## src/rtl/ps2_host_tx.sv

```systemverilog
`default_nettype none
// +----------------------------------------------------------------------------+
// | ps2_host_tx : PS/2 host-to-device byte transmitter (inhibit, request,       |
// |               11-bit frame, ACK check, timeout)                             |
// | Revision    : 1.0                                                           |
// +----------------------------------------------------------------------------+
module ps2_host_tx #(
  parameter int INHIBIT_CYCLES = 12000,
  parameter int TIMEOUT_CYCLES = 2000000
) (
  input  logic       clk_in,
  input  logic       reset_n,
  input  logic [7:0] tx_data,
  input  logic       tx_valid,
  output logic       tx_ready,
  input  logic       ps2_clock,
  input  logic       ps2_data,
  output logic       ps2_clock_drive_low,
  output logic       ps2_data_drive_low,
  output logic       busy,
  output logic       tx_done,
  output logic       tx_error
);

  localparam int INH_W = $clog2(INHIBIT_CYCLES + 1);
  localparam int TMO_W = $clog2(TIMEOUT_CYCLES + 1);
  localparam logic [INH_W-1:0] INH_LAST = INH_W'(INHIBIT_CYCLES - 1);
  localparam logic [TMO_W-1:0] TMO_LAST = TMO_W'(TIMEOUT_CYCLES - 1);

  typedef enum logic [2:0] {
    IDLE      = 3'd0,
    INHIBIT   = 3'd1,
    REQUEST   = 3'd2,
    SHIFT     = 3'd3,
    ACK       = 3'd4,
    WAIT_IDLE = 3'd5
  } state_t;

  state_t           r_state;
  logic [1:0]       r_clk_sync;
  logic [1:0]       r_data_sync;
  logic             r_clk_prev;
  logic [9:0]       r_frame;
  logic [3:0]       r_bit_idx;
  logic [INH_W-1:0] r_inh_cnt;
  logic [TMO_W-1:0] r_tmo_cnt;
  logic             w_fall;

  assign w_fall   = r_clk_prev & ~r_clk_sync[1];
  assign tx_ready = (r_state == IDLE);
  assign busy     = (r_state != IDLE);

  always_ff @(posedge clk_in or negedge reset_n) begin
    if (!reset_n) begin
      r_clk_sync  <= 2'b11;
      r_data_sync <= 2'b11;
      r_clk_prev  <= 1'b1;
    end else begin
      r_clk_sync  <= {r_clk_sync[0], ps2_clock};
      r_data_sync <= {r_data_sync[0], ps2_data};
      r_clk_prev  <= r_clk_sync[1];
    end
  end

  always_ff @(posedge clk_in or negedge reset_n) begin
    if (!reset_n) begin
      r_state             <= IDLE;
      r_frame             <= '0;
      r_bit_idx           <= '0;
      r_inh_cnt           <= '0;
      r_tmo_cnt           <= '0;
      ps2_clock_drive_low <= 1'b0;
      ps2_data_drive_low  <= 1'b0;
      tx_done             <= 1'b0;
      tx_error            <= 1'b0;
    end else begin
      tx_done  <= 1'b0;
      tx_error <= 1'b0;
      case (r_state)
        IDLE: begin
          ps2_clock_drive_low <= 1'b0;
          ps2_data_drive_low  <= 1'b0;
          if (tx_valid) begin
            // frame shifts out LSB first: data, odd parity, stop
            r_frame             <= {1'b1, ~^tx_data, tx_data};
            r_inh_cnt           <= '0;
            ps2_clock_drive_low <= 1'b1;
            r_state             <= INHIBIT;
          end
        end
        INHIBIT: begin
          if (r_inh_cnt == INH_LAST) begin
            ps2_clock_drive_low <= 1'b0;
            ps2_data_drive_low  <= 1'b1;
            r_tmo_cnt           <= '0;
            r_state             <= REQUEST;
          end else begin
            r_inh_cnt <= r_inh_cnt + INH_W'(1);
          end
        end
        default: begin
          // timeout wins over a falling edge seen on the same cycle
          if (r_tmo_cnt == TMO_LAST) begin
            ps2_clock_drive_low <= 1'b0;
            ps2_data_drive_low  <= 1'b0;
            tx_error            <= 1'b1;
            r_state             <= IDLE;
          end else begin
            r_tmo_cnt <= w_fall ? '0 : r_tmo_cnt + TMO_W'(1);
            case (r_state)
              REQUEST: begin
                if (w_fall) begin
                  ps2_data_drive_low <= ~r_frame[0];
                  r_frame            <= r_frame >> 1;
                  r_bit_idx          <= 4'd1;
                  r_state            <= SHIFT;
                end
              end
              SHIFT: begin
                if (w_fall) begin
                  ps2_data_drive_low <= ~r_frame[0];
                  r_frame            <= r_frame >> 1;
                  r_bit_idx          <= r_bit_idx + 4'd1;
                  if (r_bit_idx == 4'd9) r_state <= ACK;
                end
              end
              ACK: begin
                if (w_fall) begin
                  if (!r_data_sync[1]) begin
                    r_state <= WAIT_IDLE;
                  end else begin
                    tx_error <= 1'b1;
                    r_state  <= IDLE;
                  end
                end
              end
              WAIT_IDLE: begin
                if (r_clk_sync[1] && r_data_sync[1]) begin
                  tx_done <= 1'b1;
                  r_state <= IDLE;
                end
              end
              default: begin
                ps2_clock_drive_low <= 1'b0;
                ps2_data_drive_low  <= 1'b0;
                r_state             <= IDLE;
              end
            endcase
          end
        end
      endcase
    end
  end

endmodule
`default_nettype wire

```

## config.mk

```make
export PLATFORM = sky130hd
export DESIGN_NAME = ps2_host_tx
export DESIGN_NICKNAME = d
export VERILOG_FILES = /design/src/rtl/ps2_host_tx.sv
export SDC_FILE = /design/constraint.sdc
export NUM_CORES = 1
export LEC_CHECK = 0
export ABC_CLOCK_PERIOD_IN_PS = 5460
export CORE_MARGIN = 1.5
export CORE_UTILIZATION = 45
export DETAILED_ROUTE_END_ITERATION = 10
export HOLD_SLACK_MARGIN = 0.06
export PLACE_DENSITY = 0.67
export SETUP_SLACK_MARGIN = 0.5
export SYNTH_ARGS = -nofsm -noshare
export SYNTH_HDL_FRONTEND = slang
export SYNTH_SLANG_ARGS = --single-unit
export TNS_END_PERCENT = 30
```

## constraint.sdc

```tcl
create_clock -name clk_in -period 5.46 [get_ports clk_in]
set_input_delay 1.092 -clock clk_in [delete_from_list [all_inputs] [get_ports clk_in]]
set_output_delay 1.092 -clock clk_in [all_outputs]
set_load 0.02 [all_outputs]
```

==> results_dict.tcl <==
set metrics [dict create \
    outcome "finished clean" \
    setup_violations 0 \
    regToRegStartpoint "r_inh_cnt[0]" \
    post-cts-setup-buffers 0 \
    reg2regPathDepth 7 \
    endpoint "tx_ready" \
    vias 2734 \
    cts_tree "yes" \
    clock_sink_count 61 \
    synthDistinctLibCells 49 \
    area_taken_by_flip_flops_and_latches_mm2 0.00153 \
    layout_min_cycle_time_ns 3.53 \
    async_reset_ff_frac 1.00 \
    io_buffer_count 18 \
    clock-skew-final_ns 0.0116 \
    cp-start-kind "register" \
    synthesis.instances 361 \
    power.ir.vdd_worst_uv 196 \
    path_class "reg -> out" \
    min_period_over_period 0.646 \
    start_util 0.472 \
    synth-xor-area-share 0.0484 \
    multiInputGateArea_mm2 0.00164 \
    post_synth_instance_area_mm2 0.00326 \
    synth.avg_cell_area_um2 9.03 \
    pwr_dens_mw_per_mm2 238 \
    hold_class "reg -> reg" \
    fp-row-count 30 \
    synth-compound-area-share 0.150 \
    final_hpwl_dp_um 4600 \
    post_cts.resized_instances 0 \
    overall_die_width_um 88.1 \
    timing_hold_violations_final 0 \
    placement.setup.worst_slack_ns 2.31 \
    number_of_enable_flip_flop_cells_after_synthesis 0 \
    p_sw_w 0.000196 \
    syn2layout_area_growth_pct 13.0 \
    worst_setup_path_end_kind "primary output" \
    synthesis.yosys.warnings 0 \
    clock_insertion_delay_worst_skew_ns 0.34 \
    timing.fmax_mhz 284 \
    clockPowerShare 0.435 \
    num_io_pins 19 \
    share_of_power_burned_in_registers 0.527 \
    antenna_found_initial 0 \
    firstDrtPassIters 4 \
    yosys.area_share.simple 0.270 \
    report.final.slew_viol_count 0 \
    fp.dieArea_mm2 0.00776 \
    fin_ws_ns 1.93 \
    global_route.overflow_total 0 \
    grt_first_pass_wirelength_um 12000 \
    synth_top_family_by_area "simple AND/OR/NAND/NOR gates" \
    p_leak_nw 1.52 \
    clock_tree.htree_level_count 3 \
    layout.nets 399 \
    antenna_violating_nets_post_route 0 \
    place_congestion 0.873 \
    timing.critical_path.from "r_state[0]" \
    via_density_per_instance 5.71 \
    worst-r2r-setup-slack_ns 2.85 \
    routedWlPerCell_um 14.2 \
    ctsHoldBuffers 0 \
    drv_cap 0 \
    worst_slew_pin_slew_ns 0.780 \
    core_area_mm2 0.00691 \
    synth-main-ff-cell "sky130_fd_sc_hd__dfrtp_1" \
    regToRegEndpoint "r_tmo_cnt[4]" \
    number_of_global_route_vias_before_repair 2623 \
    layout-drive-gt1-share 0.0679 \
    route.detailed.drc 0 \
    cp.arrival_ns 2.43 \
    filler_cell_count 666 \
    grt_setup_unrepaired "false" \
    fin_setup_tns_ns 0 \
    diodes 0 \
    worstPathRequired_ns 4.37 \
    clock_tree.root_cell "sky130_fd_sc_hd__clkbuf_8" \
    sequential_area_share_after_synthesis 0.470 \
    slew-limit-headroom 0.475 \
    netSwitchingFraction 0.223 \
    combinational_share_of_power 0.038 \
    critical_path_peak_fanout 18 \
    yosys_register_bits 61 \
    yosys-mux-area-fraction 0.00922 \
    hold_path_depth 0 \
    grt_usage 0.198 \
    grt_start_max_net_pins 62 \
    finalWirelength_um 6810 \
    die_height_um 88.1 \
    postSynthNetCount 381 \
    initialDrtViolationCount 154 \
    adder_and_majority_gate_portion_of_the_synthesized_area 0.0269 \
    cts.path.max_buffers 2 \
    pint_w 0.000680 \
    path_clk_slew_ns 0.07 \
    cts-buffers-inserted 9 \
]
## sequential cells by signal, indices dropped and copies added, names as in the netlist
name and cells:
ps2_clock_drive_low 1, ps2_data_drive_low 1, r_bit_idx 4, r_clk_prev 1
r_clk_sync 2, r_data_sync 2, r_frame 10, r_inh_cnt 14
r_state 3, r_tmo_cnt 21, tx_done 1, tx_error 1
## power groups by stage
stage          clock network [W]   logic, W  registers, W
2_1_floorplan                  0  0.0000137      0.000469
3_3_place_gp                   0  0.0000340      0.000469
3_5_place_dp                   0  0.0000345      0.000469
4_1_cts                 0.000391  0.0000345      0.000461
5_1_grt                 0.000406  0.0000392      0.000461
6_report                0.000381  0.0000335      0.000461
## cell type report
cell class,instances,area share
multi-input cells,282,0.446
flip-flops and latches,61,0.416
repair buffers,19,0.0496
clock buffers,10,0.0347
well taps,96,0.0326
clock inverters,5,0.0143
inverters,6,0.00612
## Yosys cell counts, types with 2 or more instances
cell type / n / area (um^2)
sky130_fd_sc_hd__dfrtp_1: 56 / 1400
sky130_fd_sc_hd__nand2_1: 49 / 184
sky130_fd_sc_hd__nor2_1: 43 / 161
sky130_fd_sc_hd__nand3_1: 30 / 150
sky130_fd_sc_hd__o21ai_0: 25 / 125
sky130_fd_sc_hd__a21oi_1: 13 / 65.1
sky130_fd_sc_hd__a31oi_1: 12 / 75.1
sky130_fd_sc_hd__nand4_1: 10 / 62.6
sky130_fd_sc_hd__o31ai_1: 10 / 75.1
sky130_fd_sc_hd__xnor2_1: 9 / 78.8
sky130_fd_sc_hd__xor2_1: 9 / 78.8
sky130_fd_sc_hd__ha_1: 7 / 87.6
sky130_fd_sc_hd__and3_1: 6 / 37.5
sky130_fd_sc_hd__clkbuf_1: 6 / 22.5
sky130_fd_sc_hd__inv_1: 6 / 22.5
sky130_fd_sc_hd__o41ai_1: 6 / 52.6
sky130_fd_sc_hd__and2_1: 5 / 31.3
sky130_fd_sc_hd__dfstp_2: 5 / 131
sky130_fd_sc_hd__nand2b_1: 5 / 31.3
sky130_fd_sc_hd__and4_1: 4 / 35.0
sky130_fd_sc_hd__nor3b_1: 4 / 30.0
sky130_fd_sc_hd__buf_2: 3 / 15.0
sky130_fd_sc_hd__mux2i_1: 3 / 30.0
sky130_fd_sc_hd__o21ai_1: 3 / 15.0
sky130_fd_sc_hd__or4_1: 3 / 22.5
sky130_fd_sc_hd__nand3b_1: 2 / 15.0
sky130_fd_sc_hd__nor3_1: 2 / 10.0
sky130_fd_sc_hd__nor4_1: 2 / 12.5
sky130_fd_sc_hd__o22ai_1: 2 / 12.5
sky130_fd_sc_hd__or4b_1: 2 / 20.0
## worst min path at each step
stage | startpoint | end
after global placement | r_clk_sync[0] | r_clk_sync[1]
after global routing | r_clk_sync[0] | r_clk_sync[1]
final | r_data_sync[0] | r_data_sync[1]
after CTS | r_data_sync[0] | r_data_sync[1]
after detailed placement | r_data_sync[0] | r_data_sync[1]
after floorplan | r_clk_sync[0] | r_clk_sync[1]
## placed cells by master (no fill, tap or decap), types with 7 or more instances in the layout
cell / synthesis / routed
sky130_fd_sc_hd__a21oi_1: 13 / 13
sky130_fd_sc_hd__a31oi_1: 12 / 12
sky130_fd_sc_hd__clkbuf_8: 0 / 9
sky130_fd_sc_hd__clkdlybuf4s50_1: 0 / 17
sky130_fd_sc_hd__dfrtp_1: 56 / 56
sky130_fd_sc_hd__ha_1: 7 / 7
sky130_fd_sc_hd__nand2_1: 49 / 49
sky130_fd_sc_hd__nand3_1: 30 / 30
sky130_fd_sc_hd__nand4_1: 10 / 10
sky130_fd_sc_hd__nor2_1: 43 / 43
sky130_fd_sc_hd__o21ai_0: 25 / 25
sky130_fd_sc_hd__o31ai_1: 10 / 10
sky130_fd_sc_hd__xnor2_1: 9 / 9
sky130_fd_sc_hd__xor2_1: 9 / 9
## critical path, cell delays in order (launching register included)
cell and delay (ns):
sky130_fd_sc_hd__dfrtp_1 0.57, sky130_fd_sc_hd__nor2_1 0.23, sky130_fd_sc_hd__nand2_1 0.30, sky130_fd_sc_hd__inv_1 0.33
sky130_fd_sc_hd__clkdlybuf4s50_1 0.66
## through the flow
stage	total power (W)	hold WS, ns	utilization	instances	cell area (um^2)
2_1_floorplan	0.000482	0.345	-	361	3260
3_3_place_gp	0.000503	0.346	0.507	464	3500
3_5_place_dp	0.000504	0.352	0.507	464	3500
4_1_cts	0.000886	0.361	0.533	479	3680
5_1_grt	0.000907	0.363	0.533	479	3680
6_report	0.000875	0.359	0.533	479	3680
## metal layers
| metal | track usage | share of wire | vias to the layer above |
|---|---|---|---|
| met5 | 0 | 0 | - |
| met4 | 0.0710 | 0.016 | 0 |
| met3 | 0.0415 | 0.043 | 13 |
| met2 | 0.307 | 0.44 | 77 |
| met1 | 0.275 | 0.50 | 1303 |
| li1 | - | - | 1341 |
## logic make-up (layout without fill, tap and decap cells)
logic type                 after synthesis  in the layout
AOI/OAI and AO/OA                       79             79
and+or+nand+nor                        175            175
adders and majority gates                7              7
buffers and inverters                   18             40
xor gates and xnor gates                18             18
muxes                                    3              3
DFF                                     61             61
Power figures use the tool's default switching activity.
